`config.mk`:
```
export PLATFORM = sky130hd
export DESIGN_NAME = instruction_fetch_unit
export DESIGN_NICKNAME = d
export VERILOG_FILES = /design/src/rtl/instruction_fetch_unit.sv
export SDC_FILE = /design/constraint.sdc
export NUM_CORES = 1
export LEC_CHECK = 0
export BUFFER_PORTS_ARGS = -buffer_cell sky130_fd_sc_hd__buf_2
export CAP_MARGIN = 5
export CORE_MARGIN = 2
export CORE_UTILIZATION = 48
export CTS_CLUSTER_DIAMETER = 30
export DETAILED_ROUTE_END_ITERATION = 10
export PLACE_DENSITY = 0.79
export RECOVER_POWER = 100
export SLEW_MARGIN = 20
export SYNTH_ARGS = -nofsm -noshare
export SYNTH_HDL_FRONTEND = slang
export SYNTH_SLANG_ARGS = --single-unit
```
`constraint.sdc`:
```
create_clock -name clk -period 1.9 [get_ports clk]
set_clock_uncertainty 0.05 [all_clocks]
set_input_delay 0.095 -clock clk [delete_from_list [all_inputs] [get_ports clk]]
set_output_delay 0.095 -clock clk [all_outputs]
set_load 0.01 [all_outputs]
```
`src/rtl/instruction_fetch_unit.sv`:
```
// Instruction fetch stage: PC register, combinational instruction-memory address,
// IF/ID pipeline register and a RUN/HALT controller that stops on an all-zero word.
module instruction_fetch_unit #(
   parameter int                    ADDR_WIDTH  = 5,
   parameter int                    INSTR_WIDTH = 32,
   parameter logic [ADDR_WIDTH-1:0] RESET_PC    = '0
) (
   input  logic                   clk,
   input  logic                   reset,
   input  logic                   stall,
   input  logic                   redirect_valid,
   input  logic [ADDR_WIDTH-1:0]  redirect_target,
   output logic [ADDR_WIDTH-1:0]  imem_address,
   input  logic [INSTR_WIDTH-1:0] imem_instruction,
   output logic [INSTR_WIDTH-1:0] if_id_instruction,
   output logic [ADDR_WIDTH-1:0]  if_id_pc,
   output logic                   if_id_valid,
   output logic                   halted,
   output logic [15:0]            fetch_count
);

   typedef enum logic [0:0] {
      ST_RUN  = 1'b0,
      ST_HALT = 1'b1
   } state_e;

   localparam logic [ADDR_WIDTH-1:0]  PC_ONE      = {{(ADDR_WIDTH-1){1'b0}}, 1'b1};
   localparam logic [INSTR_WIDTH-1:0] INSTR_ZERO  = {INSTR_WIDTH{1'b0}};
   localparam logic [15:0]            COUNT_MAX   = 16'hFFFF;

   state_e                   state_q, state_d;
   logic [ADDR_WIDTH-1:0]    pc_q, pc_d;
   logic [INSTR_WIDTH-1:0]   if_id_instruction_q, if_id_instruction_d;
   logic [ADDR_WIDTH-1:0]    if_id_pc_q, if_id_pc_d;
   logic                     if_id_valid_q, if_id_valid_d;
   logic [15:0]              fetch_count_q, fetch_count_d;

   // Next-state logic; redirect outranks stall, stall outranks halt detection.
   always_comb begin
      state_d             = state_q;
      pc_d                = pc_q;
      if_id_instruction_d = if_id_instruction_q;
      if_id_pc_d          = if_id_pc_q;
      if_id_valid_d       = if_id_valid_q;
      fetch_count_d       = fetch_count_q;

      if (redirect_valid) begin
         pc_d          = redirect_target;
         if_id_valid_d = 1'b0;
         state_d       = ST_RUN;
      end else if (stall) begin
         state_d = state_q;
      end else begin
         case (state_q)
            ST_RUN: begin
               if (imem_instruction == INSTR_ZERO) begin
                  if_id_valid_d = 1'b0;
                  state_d       = ST_HALT;
               end else begin
                  if_id_instruction_d = imem_instruction;
                  if_id_pc_d          = pc_q;
                  if_id_valid_d       = 1'b1;
                  pc_d                = pc_q + PC_ONE;
                  if (fetch_count_q != COUNT_MAX) begin
                     fetch_count_d = fetch_count_q + 16'd1;
                  end else begin
                     fetch_count_d = fetch_count_q;
                  end
               end
            end
            ST_HALT: begin
               if_id_valid_d = 1'b0;
            end
            default: begin
               state_d       = ST_RUN;
               if_id_valid_d = 1'b0;
            end
         endcase
      end
   end

   // State registers with synchronous reset.
   always_ff @(posedge clk) begin
      if (reset) begin
         state_q             <= ST_RUN;
         pc_q                <= RESET_PC;
         if_id_instruction_q <= INSTR_ZERO;
         if_id_pc_q          <= {ADDR_WIDTH{1'b0}};
         if_id_valid_q       <= 1'b0;
         fetch_count_q       <= 16'd0;
      end else begin
         state_q             <= state_d;
         pc_q                <= pc_d;
         if_id_instruction_q <= if_id_instruction_d;
         if_id_pc_q          <= if_id_pc_d;
         if_id_valid_q       <= if_id_valid_d;
         fetch_count_q       <= fetch_count_d;
      end
   end

   assign imem_address      = pc_q;
   assign if_id_instruction = if_id_instruction_q;
   assign if_id_pc          = if_id_pc_q;
   assign if_id_valid       = if_id_valid_q;
   assign halted            = (state_q == ST_HALT);
   assign fetch_count       = fetch_count_q;

endmodule

```
==> qor.yml, run 1 <==
avgSynthCellArea_um2: 8.17
grt_start_max_net_pins: 50
synth_nets: 351
setup_viol: 0
critPathLaunchType: "input port"
dp_cells: 479
cts_buffers: 9
synth_top_area_share: 0.477
cts-root-buf: "clkbuf_8"
drt_iter0_drc: 217
dp_hpwl_um: 4800
via_per_inst: 5.39
power.switching_fraction: 0.263
synthArstFlopShare: 0
synth-edff-count: 0
yosysUniqueCellTypes: 32
n_antenna_cell: 0
rr_startpoint: "fetch_count[4]"
p_sw_uw: 714
drv_slew: 0
ant_nets: 0
synth_area_um2: 2520
fin_cells: 531
p_int_uw: 2000
power_density_nw_per_um2: 736
worstSkewPairLatency_ns: 0.33
fmax_mhz: 559
crit_slowest_cell: "nor4_1"
ys_seq_area_frac: 0.477
pwr-share-comb: 0.125
grt_pass1_vias: 2781
port_buffers: 100
core_um2: 5070
rr_endpoint: "fetch_count[15]"
ir_drop_uv: 540
rsz0062_at_grt: "false"
yosysTopAreaCell: "dfxtp_1"
avgRoutedWirePerCell_um: 14.8
synth_flop_cell: "dfxtp_1"
endpoint_kind: "flip-flop"
die-area_um2: 5840
clkPwrFrac: 0.383
leakage_uw: 0.00138
required_ns: 2.11
hold_path.class: "input port to flip-flop"
area_growth_pct: 46.5
worstHoldStart: "redirect_target[1]"
clk_pin_slew_ns: 0.07
drive_above_1_share: 0.184
nFillCells: 423
tns_ns: 0
antenna_found_initial: 0
grt_overflow_total: 0
fp-row-count: 26
path_class: "input port to flip-flop"
dr.pass1.iters: 4
htreeDepth: 3
max_stage_delay_ns: 0.49
numClockSinks: 60
tightest_slew_ns: 0.650
grtUsageTotal: 0.273
synth_area_leaders: "dfxtp_1 (48%), nand2_1 (12%), a21oi_1 (11%), o31ai_1 (2.7%), or4_1 (2.7%)"
chipHeight_um: 76.4
grt_pass1_wl_um: 12800
ys_seq_elements: 60
post-route-min-period_ns: 1.79
gp_congestion: 0.829
num-nets-final: 499
vias: 2864
seq_power_share: 0.493
whs_path_depth: 3
status: "finished clean"
whs_endpoint: "imem_address[1]"
finalCritPeriodShare: 0.942
most-common-layout-cells: "nand2_1 (81), clkbuf_1 (61), dfxtp_1 (59)"
tritoncts: "yes"
layout_commonest_cell: "nand2_1"
die_w_um: 76.4
initial_core_util: 0.496
cts_buffer_depth: 2
drc_errors: 0
rr_worst_depth: 5
drt-total-wl_um: 7840
reg2reg_setup_slack_ns: 0.12
max_cap_viol_count: 0
io_pins: 101
yosys_warnings: 0
cp_max_fo: 21
relSlewSlack: 0.567
cp.arrival_ns: 2.00
finalHoldViolCount: 0
path_cells: "buf_2 > nor4_1 > nand4_1 > o211ai_4 > clkbuf_2 > nand2_1 > a21oi_1"
synthCells: 308
## routing by layer
metal,share of wire,routed length (µm),track usage
met5,0,0,0
met4,0.029,225,0.136
met3,0.054,426,0.0699
met2,0.51,3990,0.470
met1,0.41,3200,0.314
## critical path, delay by kind of cell
family                 cells  cell delay (ns)
buffers and inverters      2             0.53
and+or+nand+nor            3             0.87
AOI/OAI and AO/OA          2             0.50
## synth_stat cells, drive strengths merged (2+ instances only)
| cell | n |
|---|---|
| nand3 | 4 |
| buf | 11 |
| xnor2 | 3 |
| nor3 | 3 |
| nor4 | 9 |
| nand4 | 9 |
| a211oi | 6 |
| o21ai | 7 |
| ha | 2 |
| and4 | 4 |
| inv | 2 |
| o31ai | 9 |
| or3 | 5 |
| clkbuf | 9 |
| nor2 | 10 |
| or4 | 9 |
| a21oi | 55 |
| dfxtp | 60 |
| nand2 | 81 |
## metrics by stage
stage	hold WS [ns]	setup slack [ns]	cell area [µm²]	power (µW)	utilization
detailed placement	0.304	-0.0747	3200	1640	0.631
finish	0.0118	0.111	3690	2710	0.727
floorplan	0.123	0.135	2520	1510	-
CTS	0.00639	0.0520	3740	2720	0.737
global placement	0.295	-0.0300	3200	1630	0.631
global route	0.0139	0.00130	3690	2810	0.727
## registers in the layout, summed over array words and instances (netlist names)
name,cells
if_id_valid,1
fetch_count,16
imem_address,5
if_id_pc,5
halted,1
if_id_instruction,32
## cell families after synthesis
kind of cell	share of synthesized area
mux	0.00845
buf+inv	0.0462
simple gates	0.262
flops	0.477
xor+xnor	0.0139
fa+ha+maj	0.00994
compound gates	0.182
## how the worst max path moves through the flow
stage | cells after the start | to | from
2_1_floorplan | 6 | fetch_count[14] | fetch_count[0]
3_3_place_gp | 7 | fetch_count[8] | imem_instruction[26]
3_5_place_dp | 7 | if_id_instruction[8] | imem_instruction[26]
4_1_cts | 6 | fetch_count[14] | fetch_count[0]
5_1_grt | 5 | fetch_count[15] | fetch_count[4]
6_report | 7 | if_id_instruction[18] | imem_instruction[16]
## layout make-up
type | instances | area (µm²) | area share
clock buffers | 12 | 155 | 0.0421
clock inverters | 4 | 23.8 | 0.00645
inverters | 2 | 7.51 | 0.00204
multi-input cells | 226 | 1250 | 0.339
flip-flops and latches | 60 | 1200 | 0.326
well taps | 70 | 87.6 | 0.0237
repair buffers | 157 | 961 | 0.261
## what timing repair did
action,4_1_cts,5_1_grt
buffers inserted,0,0
hold endpoints to repair,37,0
resized for setup,0,7
setup endpoints to repair,0,9
hold buffers,36,0
## power by group through the flow
stage | clock network (µW) | registers (µW) | logic [µW]
floorplan | 0 | 1380 | 124
global placement | 0 | 1360 | 274
detailed placement | 0 | 1360 | 281
CTS | 1050 | 1330 | 339
global route | 1100 | 1340 | 370
finish | 1040 | 1340 | 338
(Power assumes the default switching activity.)
==> inputs of run 2 (changes only) <==
--- a/config.mk
+++ b/config.mk
@@ -11,7 +11,7 @@
 export CORE_UTILIZATION = 48
 export CTS_CLUSTER_DIAMETER = 30
 export DETAILED_ROUTE_END_ITERATION = 10
-export PLACE_DENSITY = 0.79
+export PLACE_DENSITY = 0.8
 export RECOVER_POWER = 100
 export SLEW_MARGIN = 20
 export SYNTH_ARGS = -nofsm -noshare
==> run 2 against run 1 <==
  * Flip-flop and latch count is the same
  * Sequential share of layout area down 0.19 points
  * Register-to-register slack worse by 0.04 ns
  * Core utilization up 0.42 points
  * Count of clock-buffer cells in the layout rose by 2
  * First-iteration DRC count is 22% lower
  * Routed wire length down 0.75%
  * Critical path type is now flip-flop to flip-flop
  * Largest power group unchanged
  * Highest routed layer unchanged
==> qor.yml, run 2 (synthesis results as in run 1) <==
rr_startpoint: "fetch_count[0]"
chipHeight_um: 76.4  # unchanged
drt-met1-wl_um: 3270  # +2.2%
whs_endpoint: "imem_address[3]"
post-route-min-period_ns: 1.82  # +0.0273 ns
vias: 2859  # -0.17%
layout_commonest_cell: "nand2_1"
finalHoldViolCount: 0  # unchanged
drt_iter0_drc: 169  # -22%
clk_pin_slew_ns: 0.07  # about the same
hold_path.class: "input port to flip-flop"
tns_ns: 0  # unchanged
rr_worst_depth: 7  # +2
largest_reg_flops: 32  # unchanged
drv_slew: 0  # unchanged
port_buffers: 100  # unchanged
ant_nets: 0  # unchanged
n_antenna_cell: 0  # unchanged
wl_met2_um: 3790  # -5.0%
cp.arrival_ns: 2.03  # +0.03 ns
fmax_mhz: 550  # -1.5%
layout_setup_ws_ns: 0.0835  # -0.0273 ns
power_density_nw_per_um2: 773  # +5.1%
cts_buffer_depth: 2  # unchanged
tightest_slew_ns: 0.505  # -0.145 ns
setup_viol: 0  # unchanged
relSlewSlack: 0.660  # +0.0937
critPathLaunchType: "flip-flop"
power_uw: 2870  # +5.7%
drt-total-wl_um: 7780  # -0.75%
grt_pass1_vias: 2719  # -2.2%
ir_drop_uv: 543  # +0.69%
grtUsageTotal: 0.270  # -0.00298
grt_overflow_total: 0  # unchanged
worstSkewPairLatency_ns: 0.33  # about the same
io_pins: 101  # unchanged
dp_hpwl_um: 4640  # -3.4%
gp_congestion: 0.773  # -6.7%
fp-row-count: 26  # unchanged
dr_wl_met3_um: 529  # +24%
leakage_uw: 0.00137  # -0.38%
die-area_um2: 5840  # unchanged
die_w_um: 76.4  # unchanged
most-common-layout-cells: "nand2_1 (81), clkbuf_1 (61), dfxtp_1 (59)"
reg2reg_setup_slack_ns: 0.08  # -0.04 ns
rr_endpoint: "fetch_count[10]"
initial_core_util: 0.496  # unchanged
drc_errors: 0  # unchanged
cts_buffers: 9  # unchanged
via_per_inst: 5.40  # +0.20%
highest_layer: "met4"
num-nets-final: 498  # -0.20%
cp_max_fo: 6  # -71%
tritoncts: "yes"
core_um2: 5070  # unchanged
avgRoutedWirePerCell_um: 14.7  # -0.38%
post-place-ws_ns: -0.0681  # +0.00659 ns
area_growth_pct: 47.4
endpoint_kind: "flip-flop"
worstHoldStart: "redirect_target[3]"
whs_path_depth: 3  # unchanged
htreeDepth: 3  # unchanged
path_class: "flip-flop to flip-flop"
required_ns: 2.11  # about the same
status: "finished clean"
max_cap_viol_count: 0  # unchanged
numClockSinks: 60  # unchanged
drive_above_1_share: 0.179  # -0.00573
antenna_found_initial: 0  # unchanged
grt_pass1_wl_um: 12800  # +0.27%
cts-root-buf: "clkbuf_8"
finalCritPeriodShare: 0.956  # +0.0144
fin_cells: 529  # -0.38%
grt_start_max_net_pins: 47  # -6.0%
dp_cells: 476  # -0.63%
dr.pass1.iters: 4  # unchanged
==> run 2: worst max path at each step <==
stage	startpoint	to	slack, ns	depth (start not counted)
6_report	fetch_count[0]	fetch_count[10]	0.08	7
5_1_grt	fetch_count[0]	fetch_count[14]	-0.01	6
4_1_cts	fetch_count[12]	fetch_count[15]	0.05	5
3_5_place_dp	imem_instruction[26]	if_id_instruction[26]	-0.07	7
3_3_place_gp	imem_instruction[26]	if_id_instruction[29]	0.03	7
2_1_floorplan	fetch_count[0]	fetch_count[14]	0.13	6
==> run 2: cell type report <==
| class | count | area [µm²] |
|---|---|---|
| Clock inverter | 1 | 30.0 |
| Clock buffer | 14 | 173 |
| Sequential cell | 60 | 1200 |
| Multi-Input combinational cell | 226 | 1240 |
| Timing Repair Buffer | 156 | 970 |
| Tap cell | 70 | 87.6 |
| Inverter | 2 | 7.51 |
| Fill cell | 423 | 1370 |
==> run 2: metrics by stage <==
step | hold WS (ns) | area, µm² | utilization
2_1_floorplan | 0.123 | 2520 | -
3_3_place_gp | 0.295 | 3190 | 0.629
4_1_cts | 0.00823 | 3760 | 0.742
6_report | 0.0162 | 3710 | 0.731
5_1_grt | 0.0449 | 3710 | 0.731
3_5_place_dp | 0.296 | 3190 | 0.629
==> run 2: power breakdown <==
part	switching, µW	total [µW]	internal (µW)
sequential	33.1	1340	1300
clock	485	1190	708
combinational	180	337	157
total	698	2870	2170
==> run 2: repair_timing <==
item | in CTS | in global routing
endpoints found under the hold margin | 38 | 0
resized for setup | 0 | 5
hold buffers | 37 | 0
setup buffers | 0 | 1
endpoints found under the setup margin | 0 | 13
==> run 2: metal layers <==
metal / GRT usage / vias to the layer above
li1: - / 1395
met1: 0.317 / 1326
met2: 0.456 / 118
met3: 0.0723 / 20
met4: 0.135 / 0
met5: 0 / -
==> run 2: critical path: stages, from the launching register on <==
cell,delay (ns)
dfxtp_1,0.42
ha_1,0.22
nand3_2,0.15
nor2_2,0.18
buf_4,0.14
nand4_1,0.12
or3_1,0.32
a21oi_1,0.16
